<file path="config.mk">
export PLATFORM = sky130hd
export DESIGN_NAME = spi_master_gen
export DESIGN_NICKNAME = d
export VERILOG_FILES = /design/src/rtl/spi_master_pkg.sv /design/src/rtl/spi_sclk_divider.sv /design/src/rtl/spi_master_gen.sv
export SDC_FILE = /design/constraint.sdc
export NUM_CORES = 1
export LEC_CHECK = 0
export ABC_AREA = 1
export BUFFER_PORTS_ARGS = -buffer_cell sky130_fd_sc_hd__clkbuf_2
export CAP_MARGIN = 5
export CORE_ASPECT_RATIO = 1.5
export CORE_MARGIN = 10
export CORE_UTILIZATION = 25
export CTS_BUF_LIST = sky130_fd_sc_hd__clkbuf_16
export DETAILED_ROUTE_END_ITERATION = 8
export GPL_ROUTABILITY_DRIVEN = 0
export HOLD_SLACK_MARGIN = 0.1
export PLACE_DENSITY_LB_ADDON = 0.25
export SLEW_MARGIN = 40
export SYNTH_ARGS = -nofsm -noshare
export SYNTH_HDL_FRONTEND = slang
export SYNTH_SLANG_ARGS = --single-unit
</file>
<file path="constraint.sdc">
create_clock -name i_clk -period 1.58 [get_ports i_clk]
set_input_delay 0.158 -clock i_clk [delete_from_list [all_inputs] [get_ports i_clk]]
set_output_delay 0.158 -clock i_clk [all_outputs]
set_load 0.03 [all_outputs]
</file>
<file path="src/rtl/spi_master_pkg.sv">
// Shared types for the SPI master: FSM state encoding, latched transfer mode
// and a counter-width helper that keeps one-count counters at least one bit wide.
package spi_master_pkg;

  typedef enum logic [2:0] {
    ST_IDLE,
    ST_LEAD,
    ST_SHIFT,
    ST_TRAIL,
    ST_GAP
  } state_e;

  typedef struct packed {
    logic cpol;
    logic cpha;
    logic lsb_first;
  } mode_t;

  function automatic int unsigned cnt_width(input int unsigned n);
    return (n > 1) ? $clog2(n) : 1;
  endfunction

endpackage

</file>
<file path="src/rtl/spi_sclk_divider.sv">
// SCLK timing for the SPI master: half-period counter producing a tick every
// CLK_DIV enabled cycles, plus the SCLK edge index and its parity during SHIFT.
module spi_sclk_divider
  import spi_master_pkg::*;
#(
  parameter int unsigned CLK_DIV = 2,
  parameter int unsigned N_EDGES = 32,
  localparam int unsigned CW = cnt_width(CLK_DIV),
  localparam int unsigned EW = cnt_width(N_EDGES)
) (
  input  logic          clk_i,
  input  logic          rst_n_i,
  input  logic          en_i,
  input  logic          shift_i,
  output logic          tick_o,
  output logic [EW-1:0] edge_idx_o,
  output logic          edge_odd_o,
  output logic          last_edge_o
);

  logic [CW-1:0] cnt_q;
  logic [EW-1:0] edge_q;

  assign tick_o      = en_i && (cnt_q == CW'(CLK_DIV - 1));
  assign edge_idx_o  = edge_q;
  assign edge_odd_o  = edge_q[0];
  assign last_edge_o = (edge_q == EW'(N_EDGES - 1));

  // Edge index saturates at the final edge; it is cleared whenever the divider is idle.
  always_ff @(posedge clk_i) begin
    if (!rst_n_i || !en_i) begin
      cnt_q  <= '0;
      edge_q <= '0;
    end else begin
      cnt_q <= tick_o ? '0 : cnt_q + 1'b1;
      if (tick_o && shift_i && !last_edge_o) begin
        edge_q <= edge_q + 1'b1;
      end
    end
  end

endmodule

</file>
<file path="src/rtl/spi_master_gen.sv">
// Parametrised SPI master with runtime CPOL/CPHA/bit order and valid/ready intake.
// Define SPI_MASTER_RX_EN to build the MISO capture path; otherwise rx outputs tie to zero.
module spi_master_gen
  import spi_master_pkg::*;
#(
  parameter int unsigned DATA_WIDTH = 16,
  parameter int unsigned CLK_DIV    = 2,
  parameter int unsigned GAP_CYC    = 2
) (
  input  logic                  i_clk,
  input  logic                  i_rst_n,
  input  logic                  i_valid,
  output logic                  o_ready,
  input  logic [DATA_WIDTH-1:0] i_data,
  input  logic                  i_cpol,
  input  logic                  i_cpha,
  input  logic                  i_lsb_first,
  input  logic                  i_miso,
  output logic                  o_sclk,
  output logic                  o_mosi,
  output logic                  o_cs_n,
  output logic                  o_done,
  output logic [DATA_WIDTH-1:0] o_rx_data,
  output logic                  o_rx_valid
);

  localparam int unsigned N_EDGES  = 2 * DATA_WIDTH;
  localparam int unsigned EW       = cnt_width(N_EDGES);
  localparam int unsigned GW       = cnt_width(GAP_CYC);
  localparam int unsigned GAP_LOAD = (GAP_CYC > 0) ? GAP_CYC - 1 : 0;

  state_e                state_q;
  mode_t                 mode_q;
  logic [DATA_WIDTH-1:0] shreg_q;
  logic [GW-1:0]         gap_q;
  logic                  sclk_q, mosi_q, cs_n_q, ready_q, done_q;

  logic          tick, edge_odd, last_edge;
  logic [EW-1:0] edge_idx;
  logic          div_en, in_shift, accept, advance_now, next_bit;

  assign div_en   = (state_q == ST_LEAD) || (state_q == ST_SHIFT) || (state_q == ST_TRAIL);
  assign in_shift = (state_q == ST_SHIFT);
  assign accept   = i_valid && ready_q;
  assign next_bit = mode_q.lsb_first ? shreg_q[0] : shreg_q[DATA_WIDTH-1];

  spi_sclk_divider #(
    .CLK_DIV (CLK_DIV),
    .N_EDGES (N_EDGES)
  ) u_div (
    .clk_i       (i_clk),
    .rst_n_i     (i_rst_n),
    .en_i        (div_en),
    .shift_i     (in_shift),
    .tick_o      (tick),
    .edge_idx_o  (edge_idx),
    .edge_odd_o  (edge_odd),
    .last_edge_o (last_edge)
  );

  // The first bit is presented at accept, so CPHA=1 skips the advance on edge 0.
  always_comb begin
    advance_now = 1'b0;
    if (in_shift && tick) begin
      advance_now = mode_q.cpha ? (!edge_odd && (edge_idx != '0))
                                : (edge_odd && !last_edge);
    end
  end

  always_ff @(posedge i_clk) begin
    if (!i_rst_n) begin
      state_q <= ST_IDLE;
      mode_q  <= '0;
      shreg_q <= '0;
      gap_q   <= '0;
      sclk_q  <= 1'b0;
      mosi_q  <= 1'b0;
      cs_n_q  <= 1'b1;
      ready_q <= 1'b0;
      done_q  <= 1'b0;
    end else begin
      done_q <= 1'b0;
      unique case (state_q)
        ST_IDLE: begin
          sclk_q  <= mode_q.cpol;
          ready_q <= 1'b1;
          if (accept) begin
            mode_q.cpol      <= i_cpol;
            mode_q.cpha      <= i_cpha;
            mode_q.lsb_first <= i_lsb_first;
            sclk_q  <= i_cpol;
            cs_n_q  <= 1'b0;
            ready_q <= 1'b0;
            mosi_q  <= i_lsb_first ? i_data[0] : i_data[DATA_WIDTH-1];
            shreg_q <= i_lsb_first ? (i_data >> 1) : (i_data << 1);
            state_q <= ST_LEAD;
          end
        end
        ST_LEAD: begin
          if (tick) state_q <= ST_SHIFT;
        end
        ST_SHIFT: begin
          if (tick) begin
            sclk_q <= ~sclk_q;
            if (advance_now) begin
              mosi_q  <= next_bit;
              shreg_q <= mode_q.lsb_first ? (shreg_q >> 1) : (shreg_q << 1);
            end
            if (last_edge) state_q <= ST_TRAIL;
          end
        end
        ST_TRAIL: begin
          if (tick) begin
            cs_n_q <= 1'b1;
            mosi_q <= 1'b0;
            done_q <= 1'b1;
            if (GAP_CYC == 0) begin
              state_q <= ST_IDLE;
              ready_q <= 1'b1;
            end else begin
              state_q <= ST_GAP;
              gap_q   <= GW'(GAP_LOAD);
            end
          end
        end
        ST_GAP: begin
          if (gap_q == '0) begin
            state_q <= ST_IDLE;
            ready_q <= 1'b1;
          end else begin
            gap_q <= gap_q - 1'b1;
          end
        end
        default: state_q <= ST_IDLE;
      endcase
    end
  end

  assign o_ready = ready_q;
  assign o_sclk  = sclk_q;
  assign o_mosi  = mosi_q;
  assign o_cs_n  = cs_n_q;
  assign o_done  = done_q;

`ifdef SPI_MASTER_RX_EN
  logic [DATA_WIDTH-1:0] rx_q, rx_data_q;
  logic                  rx_valid_q, sample_now;

  assign sample_now = in_shift && tick && (mode_q.cpha ? edge_odd : !edge_odd);

  // W samples per frame fill rx_q completely, so it needs no clear at accept.
  always_ff @(posedge i_clk) begin
    if (!i_rst_n) begin
      rx_q       <= '0;
      rx_data_q  <= '0;
      rx_valid_q <= 1'b0;
    end else begin
      rx_valid_q <= 1'b0;
      if (sample_now) begin
        rx_q <= mode_q.lsb_first ? {i_miso, rx_q[DATA_WIDTH-1:1]}
                                 : {rx_q[DATA_WIDTH-2:0], i_miso};
      end
      if ((state_q == ST_TRAIL) && tick) begin
        rx_data_q  <= rx_q;
        rx_valid_q <= 1'b1;
      end
    end
  end

  assign o_rx_data  = rx_data_q;
  assign o_rx_valid = rx_valid_q;
`else
  logic unused_miso;
  assign unused_miso = i_miso;
  assign o_rx_data   = '0;
  assign o_rx_valid  = 1'b0;
`endif

endmodule

</file>
==> metrics.csv <==
metric;value;unit
regToRegStartpoint;u_div.edge_idx_o[1];
post-route-period-util;108;%
violations;setup timing;
cp_data_required_time;1750;ps
gr-total-overflow;0;
rows;43;
syn_area;2370;um^2
path_clk_slew;50;ps
globalRouteMet1Util;10.3;%
fmax;0.586;GHz
synthCells;400;
met3_usage;2.73;%
p_clk_share;18.7;%
use_met2;16.3;%
grt_usage;9.26;%
power_density;1720;nW/um^2
setup.worst_path.end_class;flop;
report.final.slew_viol_count;0;
fillers;1065;
fin_skew;4.52;ps
min_path_type;primary input to flop;
layout_min_cycle_time;1710;ps
clk_path_buf_depth;2;
synth_cell_types;26;
final_cell_mix;nand2_1, inv_1, dfxtp_1, nor2_1;
core;9250;um^2
p_leak;1.45;nW
vias;2410;
worst_ir_drop_vdd;0.694;mV
hpwl;4440;um
yosysWarnings;0;
power.internal;2.63;mW
drc;0;
fin_tns_setup;-1600;ps
drive_gt1_share;18.7;%
drt-initial-drc-count;87;
syn_area_per_cell;5.92;um^2
cp-start-kind;flop;
antenna_found_initial;0;
yosysSeqAreaShare;28.7;%
cts_tree;yes;
htreeDepth;2;
cts_sinks;34;
p_comb_share;52.7;%
register_area;683;um^2
insertion_delay;280;ps
totalPowerFinal;4.92;mW
setup_slack;-125;ps
hp-start;i_cpol;
setup_viol;17;
crit_fanout;8;
ctsHoldBuffers;0;
status;complete, but fails checks;
post_cts_buffers;0;
dr.pass1.iters;4;
grt_start_max_net_pins;33;
dpl.cell_count;535;
numPortBuffers;26;
multi_input_area;1480;um^2
critPathArrivalTime;1880;ps
final_common_cell;nand2_1;
routedWlPerCell;11.8;um
pin_count;45;
cap_violations;0;
antenna_cells;0;
worst-r2r-cell-count;11;
grt_pass1_vias;2325;
dpl-instance-area;2610;um^2
die_area;13900;um^2
grt_pass1_wl;10900;um
viasPerCell;4.41;
rsz0062_at_grt;yes;
fin_cells;546;
initial_utilization;25.6;%
pwr-share-seq;28.6;%
ff2ff_setup_slack;-130;ps
min_to;mode_q[2];
p_switching;2.29;mW
wirelength;6440;um
hold_viol;0;
postRouteAntennaNets;0;
cp-startpoint;u_div.edge_idx_o[1];
sw_frac_of_total;46.6;%
holdWs;161;ps
final_cell_area;2870;um^2
fin_nets;459;
synthToLayoutAreaGrowth;20.9;%
die_x;99.5;um
cts_root_buf;clkbuf_16;
hold_path_depth;3;
die_height;139;um
reg2reg_to;shreg_q[2];
crit_type;flop to flop;
busiest_layer;met2;
cts_inserted_buffers;5;
ys_ff_latch;34;
==> power by group through the flow <==
stage	Clock (mW)	Combinational [mW]	Sequential, mW
global placement	0	2.29	1.42
global route	0.983	2.94	1.45
finish	0.921	2.59	1.41
detailed placement	0	2.31	1.42
floorplan	0	1.91	1.43
CTS	0.946	2.44	1.40
==> Yosys cell counts <==
master | instances | area [um^2]
inv_2 | 5 | 18.8
o21ai_0 | 15 | 75.1
a21oi_1 | 29 | 145
nand3_2 | 1 | 10.0
nor2_2 | 1 | 6.26
o21ai_1 | 2 | 10.0
nor2_1 | 32 | 120
nor3_1 | 4 | 20.0
dfxtp_1 | 34 | 681
nand3_1 | 25 | 125
conb_1 | 1 | 3.75
buf_2 | 5 | 25.0
buf_4 | 21 | 158
nor2_4 | 2 | 22.5
clkbuf_1 | 3 | 11.3
nand2_1 | 166 | 623
xor2_1 | 1 | 8.76
inv_4 | 1 | 6.26
o22ai_1 | 1 | 6.26
a211oi_1 | 1 | 7.51
nor3_4 | 1 | 16.3
nand2_2 | 3 | 18.8
inv_1 | 36 | 135
ha_1 | 3 | 37.5
buf_6 | 5 | 56.3
nand2_4 | 2 | 22.5
==> layer usage <==
| metal | routed length, um | vias up | share of wire (%) |
|---|---|---|---|
| met5 | 0 | - | 0 |
| met4 | 73 | 0 | 1.1 |
| met3 | 341 | 7 | 5.3 |
| met2 | 3250 | 47 | 50 |
| met1 | 2780 | 1086 | 43 |
| li1 | - | 1270 | - |
==> kinds of logic after synthesis <==
kind of cell    Yosys count  share of synthesized area (%)
simple gates            237                           41.6
xor+xnor                  1                          0.370
other cells               1                          0.158
buf+inv                  76                           17.3
fa+ha+maj                 3                           1.58
flops                    34                           28.7
compound gates           48                           10.3
==> sequential cells by signal (all words and copies together) (netlist names) <==
signal	cells
u_div.edge_idx_o	5
o_ready	1
mode_q	3
state_q	3
gap_q	1
o_mosi	1
u_div.cnt_q	1
shreg_q	16
o_cs_n	1
o_sclk	1
o_done	1
==> layout make-up <==
cell class | instances | share of cell area [%]
inverters | 42 | 5.59
multi-input cells | 309 | 51.6
clock buffers | 5 | 4.37
well taps | 112 | 4.89
flip-flops and latches | 34 | 23.8
clock inverters | 3 | 0.393
repair buffers | 41 | 9.34
==> repair_timing <==
action                     CTS  global route
cloned                       1             2
pin swaps                    4             4
resized for setup            6            13
setup endpoints to repair   18            19
==> critical path: stages, from the launching register on <==
cell	delay [ps]
dfxtp_2	350
ha_4	140
inv_2	40
nor3_4	110
ha_2	200
inv_2	40
a21oi_2	120
nor2_2	60
nand2_4	180
nand2_4	140
a21oi_1	160
nor2_1	60
==> through the flow <==
step	util, %	setup slack [ps]
2_1_floorplan	-	4.51
3_3_place_gp	28.2	-133
3_5_place_dp	28.2	-171
4_1_cts	30.2	-103
5_1_grt	31.0	-252
6_report	31.0	-125
==> worst max-delay path by stage <==
stage | to | cells after the start
final | shreg_q[2] | 11
after global routing | shreg_q[1] | 12
after CTS | shreg_q[10] | 11
after detailed placement | shreg_q[6] | 11
after global placement | shreg_q[10] | 11
after floorplan | shreg_q[0] | 12
Power figures use the tool's default switching activity.
